File: config.mk
export PLATFORM = sky130hd
export DESIGN_NAME = regfile_mp_flat
export DESIGN_NICKNAME = d
export VERILOG_FILES = /design/src/rtl/regfile_mp_if.sv /design/src/rtl/regfile_mp.sv /design/src/flat_wrapper.sv
export SDC_FILE = /design/constraint.sdc
export NUM_CORES = 2
export LEC_CHECK = 0
export CAP_MARGIN = 20
export CORE_MARGIN = 2
export CORE_UTILIZATION = 35
export DETAILED_ROUTE_END_ITERATION = 6
export HOLD_SLACK_MARGIN = 0.03
export PLACE_DENSITY = 0.49
export REMOVE_ABC_BUFFERS = 1
export SLEW_MARGIN = 20
export SYNTH_ARGS = -nofsm -noshare
export SYNTH_HDL_FRONTEND = slang
export SYNTH_SLANG_ARGS = --single-unit
File: constraint.sdc
create_clock -name clk_i -period 10.3 [get_ports clk_i]
set_input_delay 3.09 -clock clk_i [delete_from_list [all_inputs] [get_ports clk_i]]
set_output_delay 3.09 -clock clk_i [all_outputs]
set_load 0.01 [all_outputs]
File: src/rtl/regfile_mp_if.sv
// regfile_mp_if
// Bundles the write, read and issue signals of the multi-port register file.
// Packing: port k occupies [k*ADDR_W +: ADDR_W] of waddr/raddr and
// [k*DATA_W +: DATA_W] of wdata/rdata.
//   master : pipeline side (drives we/waddr/wdata/re/raddr/iss_*)
//   slave  : register file (drives rdata/rbusy)
interface regfile_mp_if #(
    parameter int DATA_W = 32,
    parameter int ADDR_W = 5,
    parameter int NUM_RD = 2,
    parameter int NUM_WR = 2
);
    logic [NUM_WR-1:0]        we;
    logic [NUM_WR*ADDR_W-1:0] waddr;
    logic [NUM_WR*DATA_W-1:0] wdata;
    logic [NUM_RD-1:0]        re;
    logic [NUM_RD*ADDR_W-1:0] raddr;
    logic [NUM_RD*DATA_W-1:0] rdata;
    logic                     iss_valid;
    logic [ADDR_W-1:0]        iss_addr;
    logic [NUM_RD-1:0]        rbusy;

    modport master (
        output we, waddr, wdata, re, raddr, iss_valid, iss_addr,
        input  rdata, rbusy
    );

    modport slave (
        input  we, waddr, wdata, re, raddr, iss_valid, iss_addr,
        output rdata, rbusy
    );
endinterface

File: src/rtl/regfile_mp.sv
// regfile_mp
// Multi-port integer register file with write-first bypass and an optional
// per-register busy scoreboard.
//   clk_i  : clock, rising edge
//   rst_ni : asynchronous active-low reset; clears array and busy bits and
//            forces rdata/rbusy to 0 while low
//   bus    : regfile_mp_if.slave (write ports, read ports, issue, rbusy)
// Build option: define REGFILE_SCOREBOARD_EN to include the busy scoreboard;
// otherwise rbusy is tied to 0 and iss_valid/iss_addr are ignored.
module regfile_mp #(
    parameter int DATA_W   = 32,
    parameter int ADDR_W   = 5,
    parameter int NUM_RD   = 2,
    parameter int NUM_WR   = 2,
    parameter int ZERO_REG = 1
) (
    input logic          clk_i,
    input logic          rst_ni,
    regfile_mp_if.slave  bus
);
    localparam int DEPTH = 1 << ADDR_W;

    function automatic logic is_zero(input logic [ADDR_W-1:0] a);
        return (ZERO_REG != 0) && (a == '0);
    endfunction

    // ---------------- register array ----------------
    logic [DATA_W-1:0] regs_q [DEPTH];
    logic [DATA_W-1:0] regs_d [DEPTH];

    // Ascending port order: the highest-index port to an address wins.
    always_comb begin
        logic [ADDR_W-1:0] wa;
        wa     = '0;
        regs_d = regs_q;
        for (int k = 0; k < NUM_WR; k++) begin
            wa = bus.waddr[k*ADDR_W +: ADDR_W];
            if (bus.we[k] && !is_zero(wa))
                regs_d[wa] = bus.wdata[k*DATA_W +: DATA_W];
        end
    end

    always_ff @(posedge clk_i or negedge rst_ni) begin
        if (!rst_ni) begin
            for (int i = 0; i < DEPTH; i++) regs_q[i] <= '0;
        end else begin
            regs_q <= regs_d;
        end
    end

    // ---------------- read ports with write-first bypass ----------------
    logic [NUM_RD-1:0][DATA_W-1:0] rd_data;
    logic [NUM_RD-1:0]             rd_hit;   // read served from a write port

    always_comb begin
        logic [ADDR_W-1:0] ra;
        ra      = '0;
        rd_data = '0;
        rd_hit  = '0;
        for (int j = 0; j < NUM_RD; j++) begin
            ra = bus.raddr[j*ADDR_W +: ADDR_W];
            if (rst_ni && bus.re[j] && !is_zero(ra)) begin
                rd_data[j] = regs_q[ra];
                for (int k = 0; k < NUM_WR; k++) begin
                    if (bus.we[k] && bus.waddr[k*ADDR_W +: ADDR_W] == ra) begin
                        rd_data[j] = bus.wdata[k*DATA_W +: DATA_W];
                        rd_hit[j]  = 1'b1;
                    end
                end
            end
        end
    end

    assign bus.rdata = rd_data;

`ifdef REGFILE_SCOREBOARD_EN
    // ---------------- busy scoreboard ----------------
    logic [DEPTH-1:0]  busy_q;
    logic [DEPTH-1:0]  busy_d;
    logic [NUM_RD-1:0] rbusy;

    // Clears first, then the set: a new producer supersedes a completing one.
    // busy[0] is never set under ZERO_REG, so it stays 0 from reset.
    always_comb begin
        busy_d = busy_q;
        for (int k = 0; k < NUM_WR; k++) begin
            if (bus.we[k]) busy_d[bus.waddr[k*ADDR_W +: ADDR_W]] = 1'b0;
        end
        if (bus.iss_valid && !is_zero(bus.iss_addr))
            busy_d[bus.iss_addr] = 1'b1;
    end

    always_ff @(posedge clk_i or negedge rst_ni) begin
        if (!rst_ni) busy_q <= '0;
        else         busy_q <= busy_d;
    end

    // A register written this cycle is reported free, matching bypassed data.
    always_comb begin
        rbusy = '0;
        for (int j = 0; j < NUM_RD; j++) begin
            rbusy[j] = rst_ni & bus.re[j]
                     & busy_q[bus.raddr[j*ADDR_W +: ADDR_W]] & ~rd_hit[j];
        end
    end

    assign bus.rbusy = rbusy;
`else
    logic unused_sb;
    assign unused_sb = ^{bus.iss_valid, bus.iss_addr, rd_hit};
    assign bus.rbusy = '0;
`endif

endmodule

File: src/flat_wrapper.sv
// flat-port wrapper written by rule: the top's interface ports become plain ports
module regfile_mp_flat 
#(
    parameter int DATA_W   = 32,
    parameter int ADDR_W   = 5,
    parameter int NUM_RD   = 2,
    parameter int NUM_WR   = 2,
    parameter int ZERO_REG = 1
)
  (clk_i, rst_ni, bus_we, bus_waddr, bus_wdata, bus_re, bus_raddr, bus_iss_valid, bus_iss_addr, bus_rdata, bus_rbusy);
  regfile_mp_if #(.DATA_W(DATA_W), .ADDR_W(ADDR_W), .NUM_RD(NUM_RD), .NUM_WR(NUM_WR)) bus_i ();
  input logic clk_i;
  input logic rst_ni;
  input wire logic [$bits(bus_i.we)-1:0] bus_we;
  input wire logic [$bits(bus_i.waddr)-1:0] bus_waddr;
  input wire logic [$bits(bus_i.wdata)-1:0] bus_wdata;
  input wire logic [$bits(bus_i.re)-1:0] bus_re;
  input wire logic [$bits(bus_i.raddr)-1:0] bus_raddr;
  input wire logic [$bits(bus_i.iss_valid)-1:0] bus_iss_valid;
  input wire logic [$bits(bus_i.iss_addr)-1:0] bus_iss_addr;
  output wire logic [$bits(bus_i.rdata)-1:0] bus_rdata;
  output wire logic [$bits(bus_i.rbusy)-1:0] bus_rbusy;
  assign bus_i.we = bus_we;
  assign bus_i.waddr = bus_waddr;
  assign bus_i.wdata = bus_wdata;
  assign bus_i.re = bus_re;
  assign bus_i.raddr = bus_raddr;
  assign bus_i.iss_valid = bus_iss_valid;
  assign bus_i.iss_addr = bus_iss_addr;
  assign bus_rdata = bus_i.rdata;
  assign bus_rbusy = bus_i.rbusy;
  regfile_mp #(.DATA_W(DATA_W), .ADDR_W(ADDR_W), .NUM_RD(NUM_RD), .NUM_WR(NUM_WR), .ZERO_REG(ZERO_REG)) u_core (.clk_i(clk_i), .rst_ni(rst_ni), .bus(bus_i));
endmodule
==> results.json <==
{
  "worst_hold_path_type": "reg2reg",
  "synthTopCellsByArea": "dfrtp_1, mux4_2, mux2i_1",
  "grt_pass1_wl_mm": 393,
  "final_layout_size_suffix_gt1_share_pct": 17.3,
  "rsz0062_at_grt": "no",
  "grt_max_degree": 94,
  "yosys_warnings": 0,
  "clk_latency_ns": 0.77,
  "tritoncts": "built",
  "hpwl_mm": 153,
  "die_h_um": 434,
  "critPathMostFrequentCell": "clkdlybuf4s50_1",
  "die_w_um": 434,
  "drc": 0,
  "hold_viol": 0,
  "clk_path_buf_depth": 3,
  "ant_nets": 0,
  "wl_met2_mm": 129,
  "yosys.area.top_type": "dfrtp_1",
  "finalClockSkew_ns": 0,
  "largest_register_ffs": 1024,
  "cts_max_level": 4,
  "async_reset_ff_share_pct": 100,
  "grt_overflow_total": 0,
  "crit_path_top_delay_cell": "clkdlybuf4s50_1",
  "start_util_pct": 35.3,
  "via_per_inst": 6.13,
  "die-area_mm2": 0.189,
  "ios": 162,
  "biggestRegsByFlops": "u_core.regs_q: 1024 flops",
  "setup_viol": 0,
  "synth_area_mm2": 0.0648,
  "holdBufCountCts": 0,
  "synth_cells": 6134,
  "place.port_buffers": 153,
  "crit_path_start_kind": "primary input",
  "cts_made_buffers": 131,
  "avgSynthCellArea_um2": 10.6,
  "synth-edff-count": 0,
  "fin_area_mm2": 0.0728,
  "seq_area_frac_synth_pct": 39.6,
  "critPathMaxFanout": 31,
  "clockRootBuffer": "clkbuf_16",
  "drtIter0Drc": 6273,
  "vdd_ir_drop_max_mv": 0.102,
  "wl_mm": 280,
  "slew_violations": 0,
  "critPathKind": "in2out",
  "highest_layer": "met5",
  "drt_pass1_iterations": 6,
  "ys_top_cells_by_count": "mux2i_1, dfrtp_1, nor2_1, a21oi_1, clkbuf_1",
  "clkSlewWorstSetupHoldPaths_ns": 0.05,
  "core_mm2": 0.183,
  "gp_congestion": 0.836,
  "wl_met1_mm": 114,
  "wl_met3_mm": 23.0,
  "post_drt_wl_per_cell_um": 33.3,
  "rows": 157,
  "synth.top_cell.area_share_pct": 39.6,
  "critPathRequiredTime_ns": 7.21,
  "grt_usage_pct": 29.4,
  "placed_area_mm2": 0.0684,
  "vias": 51482,
  "leakage_nw": 30.1,
  "regMostFlops": "u_core.regs_q",
  "period_needed_ns": 9.84,
  "antenna_found_initial": 7,
  "cts.sinks": 1024,
  "grt_pass1_vias": 49588,
  "powerDensity_mw_per_mm2": 194,
  "place_inst": 8169,
  "crit_path_end_kind": "output port",
  "period_share_pct": 95.5,
  "cts_setup_buffers": 0,
  "area_growth_pct": 12.4,
  "yosys.cell_types.count": 55,
  "nNetsFinal": 5935,
  "max_slew.worst_pin.slew_ns": 1.23,
  "fmax_ghz": 0.102,
  "cts-resized-gates": 0,
  "cap_violations": 0,
  "cp_data_arrival_time_ns": 6.75,
  "worst_path_largest_cell_delay_ns": 0.82,
  "status": "completed",
  "timing.slew.headroom_pct": 18.1,
  "ys_dominant_reg_cell": "dfrtp_1",
  "setup_tns_ns": 0,
  "ys_ff_latch": 1024,
  "layout.cells.non_filler": 8405,
  "critical_path.cell_chain": "clkdlybuf4s50_1 > xnor2_1 > nand3_1 > or3_1 > nand4b_1 > nor2_4 > buf_4 > a221o_1 > clkdlybuf4s50_1",
  "synth.most_common_cell": "mux2i_1"
}
critical path: cells and delay by family:
| kind | cells | cell delay, ns |
|---|---|---|
| compound gates | 1 | 0.51 |
| xor+xnor | 1 | 0.15 |
| buf+inv | 3 | 2.26 |
| simple gates | 4 | 0.71 |
report_power, final:
part | total, mW | internal, mW | switching (mW)
clock | 4.77 | 2.82 | 1.95
combinational | 3.43 | 1.89 | 1.54
sequential | 5.90 | 5.08 | 0.816
total | 14.1 | 9.79 | 4.31
layout by cell type (no fill, tap or decap), types with 6 or more instances in the layout:
cell type / count
nor2_1: 726
a221o_1: 32
buf_4: 206
clkbuf_1: 32
clkdlybuf4s50_1: 144
mux4_2: 507
nor3_2: 7
mux2i_1: 1067
inv_6: 6
nor3_4: 6
o221ai_1: 62
o22ai_1: 33
buf_12: 20
nor2b_1: 38
nor2_4: 18
nand2b_1: 13
a32oi_1: 81
clkinv_2: 16
a21oi_1: 711
buf_8: 6
clkbuf_8: 32
clkbuf_16: 134
xor2_1: 8
xnor2_1: 12
a211o_1: 30
a22oi_1: 61
nand2_4: 25
nand3_1: 41
bufinv_16: 8
nand2_1: 395
a211oi_1: 36
o21ai_1: 43
o21ai_0: 277
dfrtp_1: 1024
logic make-up (layout without fill, tap and decap cells):
family	after synthesis	after routing	synth area share [%]
multiplexers	1579	1579	34.2
other	1	4	0.00579
flip-flops	1024	1024	39.6
buffers and inverters	815	619	5.39
AO/OA/AOI/OAI	1376	1376	12.4
XOR/XNOR	20	20	0.270
AND/OR/NAND/NOR	1319	1319	8.19
layout make-up:
type                            count  area (um^2)
Antenna cell                        2         5.00
Fill cell                       17704       111000
Inverter                            4         15.0
Timing Repair Buffer              382         3560
Tap cell                         2464         3080
Clock inverter                     36          472
Multi-Input combinational cell   4296        36200
Clock buffer                      197         3900
Sequential cell                  1024        25600
layer usage:
layer | global-route usage, % | up-vias
met4 | 14.2 | 6
met5 | 0 | -
met2 | 46.1 | 2679
li1 | - | 21946
met3 | 5.73 | 628
met1 | 39.1 | 26223
per-stage QoR:
step	setup WS, ns	total power, mW	hold slack (ns)	util [%]
final	0.463	14.1	0.391	39.7
after global placement	0.539	9.19	0.376	37.3
after detailed placement	0.532	9.32	0.383	37.3
after floorplan	0.695	8.03	0.362	-
after global routing	0.443	14.7	0.408	39.7
after CTS	0.513	14.1	0.395	39.7
path summary, 6_finish.rpt:
check,startpoint,cells past startpoint,end,slack (ns)
hold reg to reg,u_core.regs_q[1023]$_DFF_PN0_,0,u_core.regs_q[1023]$_DFF_PN0_,0.39
max in group asynchronous,rst_ni,5,u_core.regs_q[526]$_DFF_PN0_,4.80
setup reg to reg,u_core.regs_q[704]$_DFF_PN0_,2,u_core.regs_q[704]$_DFF_PN0_,9.44
min in group asynchronous,rst_ni,1,u_core.regs_q[978]$_DFF_PN0_,2.18
setup / recovery,bus_waddr[2],9,bus_rdata[32],0.46
hold / removal,u_core.regs_q[1023]$_DFF_PN0_,0,u_core.regs_q[1023]$_DFF_PN0_,0.39
No activity file was read; power rests on OpenSTA's default activity.
